**src/rtl/tt_um_chiplet_jtag.sv**
```systemverilog
// tt_um_chiplet_jtag: JTAG TAP (IEEE 1149.1 style) clocked by the system clock.
// TCK/TMS/TDI/TRST_n are synchronised and edge-detected inside the block.
//
// Ports:
//   clk      system clock, all state changes on its rising edge
//   rst_n    asynchronous active-low reset
//   ena      tile select (ignored)
//   ui_in    [0] TCK, [1] TMS, [2] TDI, [3] TRST_n, [7:4] general inputs (SAMPLE)
//   uo_out   [0] TDO, [1] TDO_EN, [5:2] TAP state code, [7:6] zero
//   uio_in   unused
//   uio_out  USER register contents
//   uio_oe   all ones, the bidirectional pins are always driven
module tt_um_chiplet_jtag #(
  parameter logic [31:0] IDCODE = 32'h4A3B1C1D
) (
  input  logic       clk,
  input  logic       rst_n,
  input  logic       ena,
  input  logic [7:0] ui_in,
  output logic [7:0] uo_out,
  input  logic [7:0] uio_in,
  output logic [7:0] uio_out,
  output logic [7:0] uio_oe
);

  typedef enum logic [3:0] {
    StTlr     = 4'hF,
    StRti     = 4'hC,
    StSelDr   = 4'h7,
    StCapDr   = 4'h6,
    StShDr    = 4'h2,
    StEx1Dr   = 4'h1,
    StPauseDr = 4'h3,
    StEx2Dr   = 4'h0,
    StUpdDr   = 4'h5,
    StSelIr   = 4'h4,
    StCapIr   = 4'hE,
    StShIr    = 4'hA,
    StEx1Ir   = 4'h9,
    StPauseIr = 4'hB,
    StEx2Ir   = 4'h8,
    StUpdIr   = 4'hD
  } tap_state_e;

  localparam logic [3:0] IrIdcode = 4'b0001;
  localparam logic [3:0] IrUser   = 4'b0010;
  localparam logic [3:0] IrSample = 4'b0011;

  // Synchroniser reset value: TCK low, TRST_n high, TMS/TDI low.
  localparam logic [3:0] SyncRst = 4'b1000;

  logic [3:0]  sync1_q, sync2_q;
  logic        tck_prev_q;
  logic        tck_s, tms_s, tdi_s, trst_n_s;
  logic        tck_rise, tck_fall;

  tap_state_e  state_q, state_d;
  logic [3:0]  ir_q;
  logic [3:0]  ir_sr_q;
  logic [31:0] dr_sr_q;
  logic [7:0]  user_q;
  logic        tdo_q, tdo_en_q;

  logic        unused_inputs;
  assign unused_inputs = ^{ena, uio_in};

  assign tck_s    = sync2_q[0];
  assign tms_s    = sync2_q[1];
  assign tdi_s    = sync2_q[2];
  assign trst_n_s = sync2_q[3];
  assign tck_rise = tck_s & ~tck_prev_q;
  assign tck_fall = ~tck_s & tck_prev_q;

  always_ff @(posedge clk or negedge rst_n) begin
    if (!rst_n) begin
      sync1_q    <= SyncRst;
      sync2_q    <= SyncRst;
      tck_prev_q <= 1'b0;
    end else begin
      sync1_q    <= ui_in[3:0];
      sync2_q    <= sync1_q;
      tck_prev_q <= sync2_q[0];
    end
  end

  always_comb begin
    state_d = state_q;
    case (state_q)
      StTlr:     state_d = tms_s ? StTlr     : StRti;
      StRti:     state_d = tms_s ? StSelDr   : StRti;
      StSelDr:   state_d = tms_s ? StSelIr   : StCapDr;
      StCapDr:   state_d = tms_s ? StEx1Dr   : StShDr;
      StShDr:    state_d = tms_s ? StEx1Dr   : StShDr;
      StEx1Dr:   state_d = tms_s ? StUpdDr   : StPauseDr;
      StPauseDr: state_d = tms_s ? StEx2Dr   : StPauseDr;
      StEx2Dr:   state_d = tms_s ? StUpdDr   : StShDr;
      StUpdDr:   state_d = tms_s ? StSelDr   : StRti;
      StSelIr:   state_d = tms_s ? StTlr     : StCapIr;
      StCapIr:   state_d = tms_s ? StEx1Ir   : StShIr;
      StShIr:    state_d = tms_s ? StEx1Ir   : StShIr;
      StEx1Ir:   state_d = tms_s ? StUpdIr   : StPauseIr;
      StPauseIr: state_d = tms_s ? StEx2Ir   : StPauseIr;
      StEx2Ir:   state_d = tms_s ? StUpdIr   : StShIr;
      StUpdIr:   state_d = tms_s ? StSelDr   : StRti;
      default:   state_d = StTlr;
    endcase
  end

  always_ff @(posedge clk or negedge rst_n) begin
    if (!rst_n) begin
      state_q  <= StTlr;
      ir_q     <= IrIdcode;
      ir_sr_q  <= 4'h0;
      dr_sr_q  <= 32'h0;
      user_q   <= 8'h00;
      tdo_q    <= 1'b0;
      tdo_en_q <= 1'b0;
    end else if (!trst_n_s) begin
      // TRST drops any partial shift but leaves USER alone.
      state_q  <= StTlr;
      ir_q     <= IrIdcode;
      ir_sr_q  <= 4'h0;
      dr_sr_q  <= 32'h0;
      tdo_q    <= 1'b0;
      tdo_en_q <= 1'b0;
    end else begin
      if (tck_rise) begin
        state_q <= state_d;
        // Capture/shift act on the state held before this transition.
        case (state_q)
          StCapIr: ir_sr_q <= 4'b0101;
          StShIr:  ir_sr_q <= {tdi_s, ir_sr_q[3:1]};
          StCapDr: begin
            case (ir_q)
              IrIdcode: dr_sr_q <= IDCODE;
              IrUser:   dr_sr_q <= {24'h0, user_q};
              IrSample: dr_sr_q <= {24'h0, ui_in};
              default:  dr_sr_q <= 32'h0;
            endcase
          end
          StShDr: begin
            // TDI enters at the MSB of the selected register's length.
            case (ir_q)
              IrIdcode:         dr_sr_q <= {tdi_s, dr_sr_q[31:1]};
              IrUser, IrSample: dr_sr_q <= {24'h0, tdi_s, dr_sr_q[7:1]};
              default:          dr_sr_q <= {31'h0, tdi_s};
            endcase
          end
          default: ;
        endcase
      end
      if (tck_fall) begin
        tdo_en_q <= (state_q == StShDr) || (state_q == StShIr);
        if (state_q == StShDr)      tdo_q <= dr_sr_q[0];
        else if (state_q == StShIr) tdo_q <= ir_sr_q[0];
        else                        tdo_q <= 1'b0;
        if (state_q == StUpdIr) ir_q <= ir_sr_q;
        if ((state_q == StUpdDr) && (ir_q == IrUser)) user_q <= dr_sr_q[7:0];
      end
      if (state_q == StTlr) ir_q <= IrIdcode;
    end
  end

  assign uo_out  = {2'b00, state_q, tdo_en_q, tdo_q};
  assign uio_out = user_q;
  assign uio_oe  = 8'hFF;

endmodule

```
**config.mk**
```make
export PLATFORM = sky130hd
export DESIGN_NAME = tt_um_chiplet_jtag
export DESIGN_NICKNAME = d
export VERILOG_FILES = /design/src/rtl/tt_um_chiplet_jtag.sv
export SDC_FILE = /design/constraint.sdc
export NUM_CORES = 1
export LEC_CHECK = 0
export CORE_ASPECT_RATIO = 0.75
export CORE_UTILIZATION = 54
export CTS_CLUSTER_SIZE = 30
export DETAILED_ROUTE_END_ITERATION = 8
export PLACE_DENSITY_LB_ADDON = 0.2
export SYNTH_ARGS = -nofsm -noshare
export SYNTH_HDL_FRONTEND = slang
export SYNTH_SLANG_ARGS = --single-unit
```
**constraint.sdc**
```tcl
create_clock -name clk -period 2.4 [get_ports clk]
set_input_delay 0.36 -clock clk [delete_from_list [all_inputs] [get_ports clk]]
set_output_delay 0.36 -clock clk [all_outputs]
set_load 0.02 [all_outputs]
```
==> impl_metrics.ini, run 1 <==
[synthesis]
postSynth.asyncResetShare_pct = 100
ys_seq_elements = 63
synthDominantCellAreaShare_pct = 48.4
yosysWarnings = 0
postSynthAreaPerCell_um2 = 11.4
synth.cell_area_mm2 = 0.00290
synth.distinct_cells = 42
synth.cells.most_frequent = sky130_fd_sc_hd__dfrtp_1, sky130_fd_sc_hd__nand2_1, sky130_fd_sc_hd__nor2_1, sky130_fd_sc_hd__a22o_1, sky130_fd_sc_hd__o21ai_1
edff_count_synth = 0
synth_most_common_cell = sky130_fd_sc_hd__dfrtp_1
synth_flop_cell = sky130_fd_sc_hd__dfrtp_1
netlist_instances = 254
yosys-top-cells-area = sky130_fd_sc_hd__dfrtp_1, sky130_fd_sc_hd__dfstp_2, sky130_fd_sc_hd__a22o_1
synth-seq-area-share_pct = 54.8
synth_top_area_cell = sky130_fd_sc_hd__dfrtp_1

[placement]
detailed_place.area_mm2 = 0.00314
dp_hpwl_mm = 3.90
place_congestion = 0.797
place_inst = 340
pre_cts_slack_ns = 0.456
placement.io_buffers = 23

[die]
die_x_um = 86.6
die_y_um = 65.4
top_level_ports = 43
coreArea_mm2 = 0.00501
design.die.area_mm2 = 0.00566
row_count = 22
starting_utilization_of_the_core_area_pct = 57.8

[cts]
htreeDepth = 3
cts-hold-fix-buffers = 1
tritoncts_num_sinks = 63
clk_root_buffer_cell = sky130_fd_sc_hd__clkbuf_8
cts_max_path_buffers = 2
cts-buffers-inserted = 9
cts_resized = 0
clk-insertion-delay-late_ns = 0.34
cts_tree = yes
cts_post_setup_buffers_inserted = 0
worst_setup_hold_path_clk_slew_ns = 0.06

[route]
via_per_inst = 5.65
vias = 2018
drt_first_iter_violations = 119
drt.antenna.violating_nets = 0
postRouteWirelength_mm = 5.78
drt-wirelength-per-cell_um = 16.2
drt_first_pass_iters = 4
drc = 0

[setup_path]
worst_setup_path_start_kind = flop
critPathTopFamily = flip-flops
crit_type = flop to primary output
critical_path.endpoint_type = primary output
worstPathBufferInverterCount = 1
ordered_list_of_cells_on_the_worst_path = clkdlybuf4s50_1
critical_path.max_fanout = 18
critical_path.slowest_cell = sky130_fd_sc_hd__dfstp_2
req_time_crit_path_ns = 2.04
timing.critical_path.slowest_cell_delay_ns = 0.73
worstPathArrival_ns = 1.75

[pwr]
clock_power_share_pct = 45.4
cellLeakagePower_nw = 1.62
power.ir.vdd_worst_v = 0.000420
p_per_area_mw_per_mm2 = 674
p_switching_uw = 502
cell_internal_pwr_mw = 1.77
pwr-share-comb_pct = 6.0
netSwitchingFraction_pct = 22.1
p_seq_share_pct = 48.5

[flow_run]
maxCapViolations = 0

[finish]
n_fill_cell = 398
seq_area_mm2 = 0.00159
syn2layout_area_growth_pct = 16.6
final_nets = 299
layout-drive-gt1-share_pct = 14.0
antenna_cells_inserted = 0
multiInputGateArea_mm2 = 0.00118
final_cell_count_no_fill = 357
finalInstanceArea_mm2 = 0.00338

[global_route]
number_of_global_route_vias_before_repair = 1905
grt_antenna_before_repair = 0
grt_start_max_net_pins = 33
total_routing_resource_utilization_after_global_routing_pct = 24.2
grt_first_pass_wirelength_mm = 9.92
overall_overflow_remaining_after_global_route = 0

[timing]
setup-tns-final_ns = 0
finalSetupViolations = 0
rsz0062_at_grt = false
finalCriticalPeriod_ns = 2.11
slew_viol_final = 0
worstMarginPinSlew_ns = 0.597
finalHoldViolCount = 0
final_worst_path_cycle_share_pct = 87.7
finalHoldWorstSlack_ns = 0.347
worst_slack_ns = 0.294
achievable-frequency_ghz = 0.475
worst_slew_margin_rel_pct = 60.2
final.setup_skew_ns = 0.00575

[outcome]
result_of_the_run = finished, final reports clean

[worst_hold_path]
timing.hold.worst.class = flop to flop
==> layout by cell type, fill, tap and decap left out, types with 5 or more instances in the layout <==
cell type | netlist | layout
sky130_fd_sc_hd__dfrtp_1 | 56 | 56
sky130_fd_sc_hd__o21ai_1 | 16 | 16
sky130_fd_sc_hd__dfstp_2 | 7 | 7
sky130_fd_sc_hd__a32o_1 | 5 | 5
sky130_fd_sc_hd__mux2_1 | 8 | 8
sky130_fd_sc_hd__nand2b_1 | 9 | 9
sky130_fd_sc_hd__clkdlybuf4s50_1 | 0 | 22
sky130_fd_sc_hd__nand2_1 | 26 | 26
sky130_fd_sc_hd__clkbuf_8 | 0 | 11
sky130_fd_sc_hd__a22o_1 | 16 | 16
sky130_fd_sc_hd__nor2b_1 | 5 | 5
sky130_fd_sc_hd__o21ai_0 | 11 | 11
sky130_fd_sc_hd__mux2i_1 | 14 | 14
sky130_fd_sc_hd__nor2_1 | 18 | 18
sky130_fd_sc_hd__conb_1 | 2 | 10
sky130_fd_sc_hd__buf_4 | 13 | 8
==> cell type report <==
class / instances / share of cell area (%)
Clock inverter: 3 / 1.93
Sequential cell: 63 / 46.9
Timing Repair Buffer: 32 / 8.74
Clock buffer: 13 / 4.71
Tap cell: 72 / 2.67
Multi-Input combinational cell: 174 / 35.0
==> state kept, by name (all words and copies together), names as in the netlist <==
signal and cells:
dr_sr_q 32, ir_q 4, ir_sr_q 4, state_q 4, sync1_q 4, sync2_q 4, tck_prev_q 1, tdo_en_q 1
tdo_q 1, uio_out 8
==> through the flow <==
stage / util (%) / total power [mW]
finish: 67.4 / 2.28
floorplan: - / 1.21
detailed placement: 62.7 / 1.26
global route: 67.4 / 2.36
CTS: 67.4 / 2.30
global placement: 62.7 / 1.26
==> logic make-up after synthesis <==
kind of cell	after synthesis	synth area share, %
buf+inv	25	5.45
other cells	2	0.259
flops	63	54.8
mux	22	7.95
compound gates	62	15.0
simple gates	80	16.6
==> worst paths after layout <==
path,startpoint,end,slack (ns),cells past startpoint
worst max-delay path,state_q[2],uo_out[4],0.29,1
worst min-delay path,sync1_q[0],sync2_q[0],0.35,0
worst max register to register,state_q[3],dr_sr_q[5],0.46,4
worst min register to register,sync1_q[0],sync2_q[0],0.35,0
max in group asynchronous,rst_n,sync1_q[3],1.14,3
min in group asynchronous,rst_n,dr_sr_q[26],0.51,2
==> layer usage <==
metal  GRT usage, %  vias up  wire length, um
li1               -      942                -
met1           36.1     1004             2830
met2           32.2       63             2470
met3           8.79        9              403
met4           8.33        0               83
met5              0        -                0
==> power groups by stage <==
| stage | Sequential (mW) | Clock [mW] | Combinational [mW] |
|---|---|---|---|
| after floorplan | 1.12 | 0 | 0.0884 |
| after detailed placement | 1.12 | 0 | 0.138 |
| final | 1.10 | 1.03 | 0.137 |
| after CTS | 1.10 | 1.05 | 0.139 |
| after global placement | 1.12 | 0 | 0.136 |
| after global routing | 1.11 | 1.10 | 0.153 |
(Power assumes the default switching activity.)
==> run 2: changes to the inputs <==
CORE_UTILIZATION = 45   (was 54)
RECOVER_POWER = 25   (was unset)
==> impl_metrics.ini, run 2 (same netlist as run 1, synthesis figures left out) <==
[setup_path]
critical_path.endpoint_type = primary output
r2r_start = state_q[1]
critical_path.reg2reg.endpoint = dr_sr_q[1]
critPathTopFamily = flip-flops
worst_setup_path_start_kind = flop
worstPathBufferInverterCount = 1
crit_type = flop to primary output
startpoint = state_q[2]
worstRegToRegCells = 4
worst-r2r-setup-slack_ns = 0.32
timing.critical_path.to = uo_out[4]
worstPathArrival_ns = 1.75
ordered_list_of_cells_on_the_worst_path = clkdlybuf4s50_1
req_time_crit_path_ns = 2.04
timing.critical_path.slowest_cell_delay_ns = 0.73
critical_path.max_fanout = 18
cp_num_cells = 1
critical_path.slowest_cell = sky130_fd_sc_hd__dfstp_2

[cts]
cts_post_setup_buffers_inserted = 0
cts_max_path_buffers = 2
tritoncts_num_sinks = 63
htreeDepth = 3
cts-buffers-inserted = 9
cts_tree = yes
clk-insertion-delay-late_ns = 0.35
clk_root_buffer_cell = sky130_fd_sc_hd__clkbuf_8
worst_setup_hold_path_clk_slew_ns = 0.07

[finish]
fin_util_pct = 56.6
layout-drive-gt1-share_pct = 13.8
final_nets = 297
most_common_library_cell_in_the_layout_ignoring_fill_and_taps = sky130_fd_sc_hd__dfrtp_1
antenna_cells_inserted = 0
n_fill_cell = 537
layout_common_cells = sky130_fd_sc_hd__dfrtp_1, sky130_fd_sc_hd__nand2_1, sky130_fd_sc_hd__nor2_1, sky130_fd_sc_hd__clkdlybuf4s50_1
regMostFlops = dr_sr_q
largest_reg_flops = 32
syn2layout_area_growth_pct = 17.5
final_cell_count_no_fill = 361

[timing]
finalCriticalPeriod_ns = 2.11
worst_slew_margin_rel_pct = 16.3
slew_viol_final = 0
finalSetupViolations = 0
rsz0062_at_grt = false
final_worst_path_cycle_share_pct = 87.9
achievable-frequency_ghz = 0.474
worstMarginPinSlew_ns = 1.26
final.setup_skew_ns = 0.0102
setup-tns-final_ns = 0
finalHoldViolCount = 0
worst_slack_ns = 0.291

[global_route]
overall_overflow_remaining_after_global_route = 0
grt_first_pass_wirelength_mm = 10.1
grt_antenna_before_repair = 0
number_of_global_route_vias_before_repair = 1963
grt_start_max_net_pins = 42
total_routing_resource_utilization_after_global_routing_pct = 20.1

[die]
coreArea_mm2 = 0.00601
top_level_ports = 43
die_y_um = 71.5
starting_utilization_of_the_core_area_pct = 48.2
design.die.area_mm2 = 0.00676
die_x_um = 94.6
row_count = 24

[pwr]
power.ir.vdd_worst_v = 0.000386
cellLeakagePower_nw = 1.62
p_per_area_mw_per_mm2 = 694

[placement]
pre_cts_slack_ns = 0.341
placement.io_buffers = 23
dp_hpwl_mm = 3.73
place_inst = 344
place_congestion = 0.751

[flow_run]
maxCapViolations = 0

[worst_hold_path]
timing.hold.worst.class = flop to flop
worstHoldPathCells = 0

[route]
postRouteWirelength_mm = 5.72
vias = 1942
drc = 0
drt-wirelength-per-cell_um = 15.8
via_per_inst = 5.38
drt.antenna.violating_nets = 0
drt_first_iter_violations = 125
drt_first_pass_iters = 4

[outcome]
result_of_the_run = finished, final reports clean
-- run 2: cell count changes in the layout (fill, tap and decap cells not counted), moves of 2 or more --
cell                              before  now
sky130_fd_sc_hd__clkdlybuf4s50_1      22   18
sky130_fd_sc_hd__dlygate4sd3_1         1    5
sky130_fd_sc_hd__buf_4                 8    5
sky130_fd_sc_hd__clkinv_4              0    3
sky130_fd_sc_hd__clkbuf_8             11    9
-- run 2: how the worst min path moves through the flow --
stage | startpoint | endpoint | slack, ns
global route | sync1_q[1] | sync2_q[1] | 0.36
finish | sync1_q[2] | sync2_q[2] | 0.35
global placement | sync1_q[2] | sync2_q[2] | 0.33
floorplan | rst_n | dr_sr_q[0] | 0.06
detailed placement | sync1_q[1] | sync2_q[1] | 0.34
CTS | sync1_q[0] | sync2_q[0] | 0.36
-- run 2: per-stage QoR --
stage	area [um^2]	power (mW)	hold slack, ns
2_1_floorplan	2930	1.21	0.0644
3_3_place_gp	3150	1.26	0.333
3_5_place_dp	3150	1.26	0.337
4_1_cts	3400	2.39	0.356
5_1_grt	3400	2.45	0.360
6_report	3400	2.36	0.354
-- run 2: cell type report --
cell class | count | area (um^2) | share of cell area, %
clock buffer | 9 | 124 | 3.64
clock inverter | 7 | 121 | 3.57
multi-input combinational | 174 | 1180 | 34.8
sequential | 63 | 1590 | 46.6
tap | 78 | 97.6 | 2.87
timing repair buffer | 30 | 292 | 8.57
-- run 2: routing by layer --
layer	global-route usage, %	part of all wire [%]
met1	29.6	51
met2	27.1	43
met3	7.22	3.8
met4	7.24	1.4
met5	0	0
-- run 2: timing repair --
| action | CTS | global route |
|---|---|---|
| hold buffers | 1 | 0 |
| endpoints found under the setup margin | 0 | 0 |
| endpoints found under the hold margin | 19 | 0 |
| gates resized for setup | 0 | 0 |
-- run 2: report_power, final --
part	switching, mW	internal (mW)	leakage [nW]	total [mW]
logic	0.0795	0.0501	0.656	0.130
registers	0.0280	1.08	0.840	1.11
clock network	0.430	0.692	0.123	1.12
==> run 3: changes to the inputs <==
CORE_MARGIN = 2   (was unset)
CTS_CLUSTER_SIZE = 40   (was 30)
==> impl_metrics.ini, run 3 (same netlist as run 1, synthesis figures left out) <==
[setup_path]
worstPathBufferInverterCount = 2
critical_path.endpoint_type = primary output
req_time_crit_path_ns = 2.04
critPathTopFamily = buffers and inverters
crit_type = flop to primary output
ordered_list_of_cells_on_the_worst_path = buf_4 -> clkdlybuf4s50_1
worst-r2r-setup-slack_ns = 0.48
timing.critical_path.slowest_cell_delay_ns = 0.63
worstPathArrival_ns = 1.73
worst_setup_path_start_kind = flop
critical_path.slowest_cell = sky130_fd_sc_hd__clkdlybuf4s50_1
critical_path.max_fanout = 17

[cts]
cts_max_path_buffers = 2
cts-buffers-inserted = 9
clk-insertion-delay-late_ns = 0.34
cts_tree = yes
htreeDepth = 3
cts_resized = 0
tritoncts_num_sinks = 63
cts-hold-fix-buffers = 0
worst_setup_hold_path_clk_slew_ns = 0.07
clk_root_buffer_cell = sky130_fd_sc_hd__clkbuf_8
cts_post_setup_buffers_inserted = 0

[global_route]
overall_overflow_remaining_after_global_route = 0
grt_first_pass_wirelength_mm = 9.50
grt_antenna_before_repair = 0
grt_start_max_net_pins = 40
number_of_global_route_vias_before_repair = 1906
total_routing_resource_utilization_after_global_routing_pct = 17.2

[finish]
layout_common_cells = sky130_fd_sc_hd__dfrtp_1, sky130_fd_sc_hd__nand2_1, sky130_fd_sc_hd__nor2_1, sky130_fd_sc_hd__clkdlybuf4s50_1
final_nets = 299
most_common_library_cell_in_the_layout_ignoring_fill_and_taps = sky130_fd_sc_hd__dfrtp_1
antenna_cells_inserted = 0
layout-drive-gt1-share_pct = 14.0
largest_reg_flops = 32
finalInstanceArea_mm2 = 0.00338
n_fill_cell = 566
syn2layout_area_growth_pct = 16.8
final_cell_count_no_fill = 366
regMostFlops = dr_sr_q

[placement]
dp_hpwl_mm = 3.71
place_inst = 350
placement.io_buffers = 23
detailed_place.area_mm2 = 0.00317
place_congestion = 0.765

[route]
postRouteWirelength_mm = 5.68
via_per_inst = 5.33
vias = 1951
drt_first_iter_violations = 159
drt-wirelength-per-cell_um = 15.5
drc = 0
drt_first_pass_iters = 4
drt.antenna.violating_nets = 0

[timing]
setup-tns-final_ns = 0
finalCriticalPeriod_ns = 2.09
finalHoldViolCount = 0
slew_viol_final = 0
final.setup_skew_ns = 0.00792
achievable-frequency_ghz = 0.479
worst_slew_margin_rel_pct = 14.5
rsz0062_at_grt = false
worstMarginPinSlew_ns = 1.28
finalSetupViolations = 0
final_worst_path_cycle_share_pct = 86.9

[die]
coreArea_mm2 = 0.00626
starting_utilization_of_the_core_area_pct = 46.3
die_x_um = 96.6
die_y_um = 73.5
top_level_ports = 43
row_count = 25
design.die.area_mm2 = 0.00710

[outcome]
result_of_the_run = finished, final reports clean

[worst_hold_path]
timing.hold.worst.class = primary input to asynchronous set/reset pin

[pwr]
p_per_area_mw_per_mm2 = 673
cellLeakagePower_nw = 1.61
total_power_mw = 2.28
power.ir.vdd_worst_v = 0.000473

[flow_run]
maxCapViolations = 0
-- run 3: path summary, 6_finish.rpt --
| kind | start | end | depth (start not counted) |
|---|---|---|---|
| max in group asynchronous | rst_n | dr_sr_q[23] | 2 |
| max | state_q[2] | uo_out[4] | 2 |
| min in group clk | sync1_q[1] | sync2_q[1] | 0 |
| min | rst_n | dr_sr_q[5] | 1 |
| min reg2reg | sync1_q[1] | sync2_q[1] | 0 |
| max reg2reg | state_q[1] | dr_sr_q[1] | 4 |
-- run 3: area by class of cell --
type | instances | area, um^2 | area share, %
clock buffers | 13 | 159 | 4.70
clock inverters | 3 | 65.1 | 1.92
well taps | 81 | 101 | 3.00
flip-flops and latches | 63 | 1590 | 46.9
repair buffers | 32 | 289 | 8.55
multi-input cells | 174 | 1180 | 35.0
-- run 3: power by group --
group	internal, mW	switching, mW	leakage, nW
logic	0.0515	0.0977	0.659
registers	1.08	0.00966	0.840
clock network	0.641	0.396	0.114
total	1.77	0.503	1.61
-- run 3: per-layer routing --
metal	global-route usage, %	routed length [um]
met1	25.5	2970
met2	23.4	2420
met3	4.95	242
met4	7.82	48
met5	0	0
-- run 3: stage by stage --
stage	utilization [%]	hold slack [ns]	setup WS, ns
2_1_floorplan	-	0.0644	0.662
3_3_place_gp	50.7	0.332	0.493
3_5_place_dp	50.7	0.335	0.489
4_1_cts	54.3	0.0113	0.298
5_1_grt	54.1	0.356	0.161
6_report	54.1	0.278	0.314
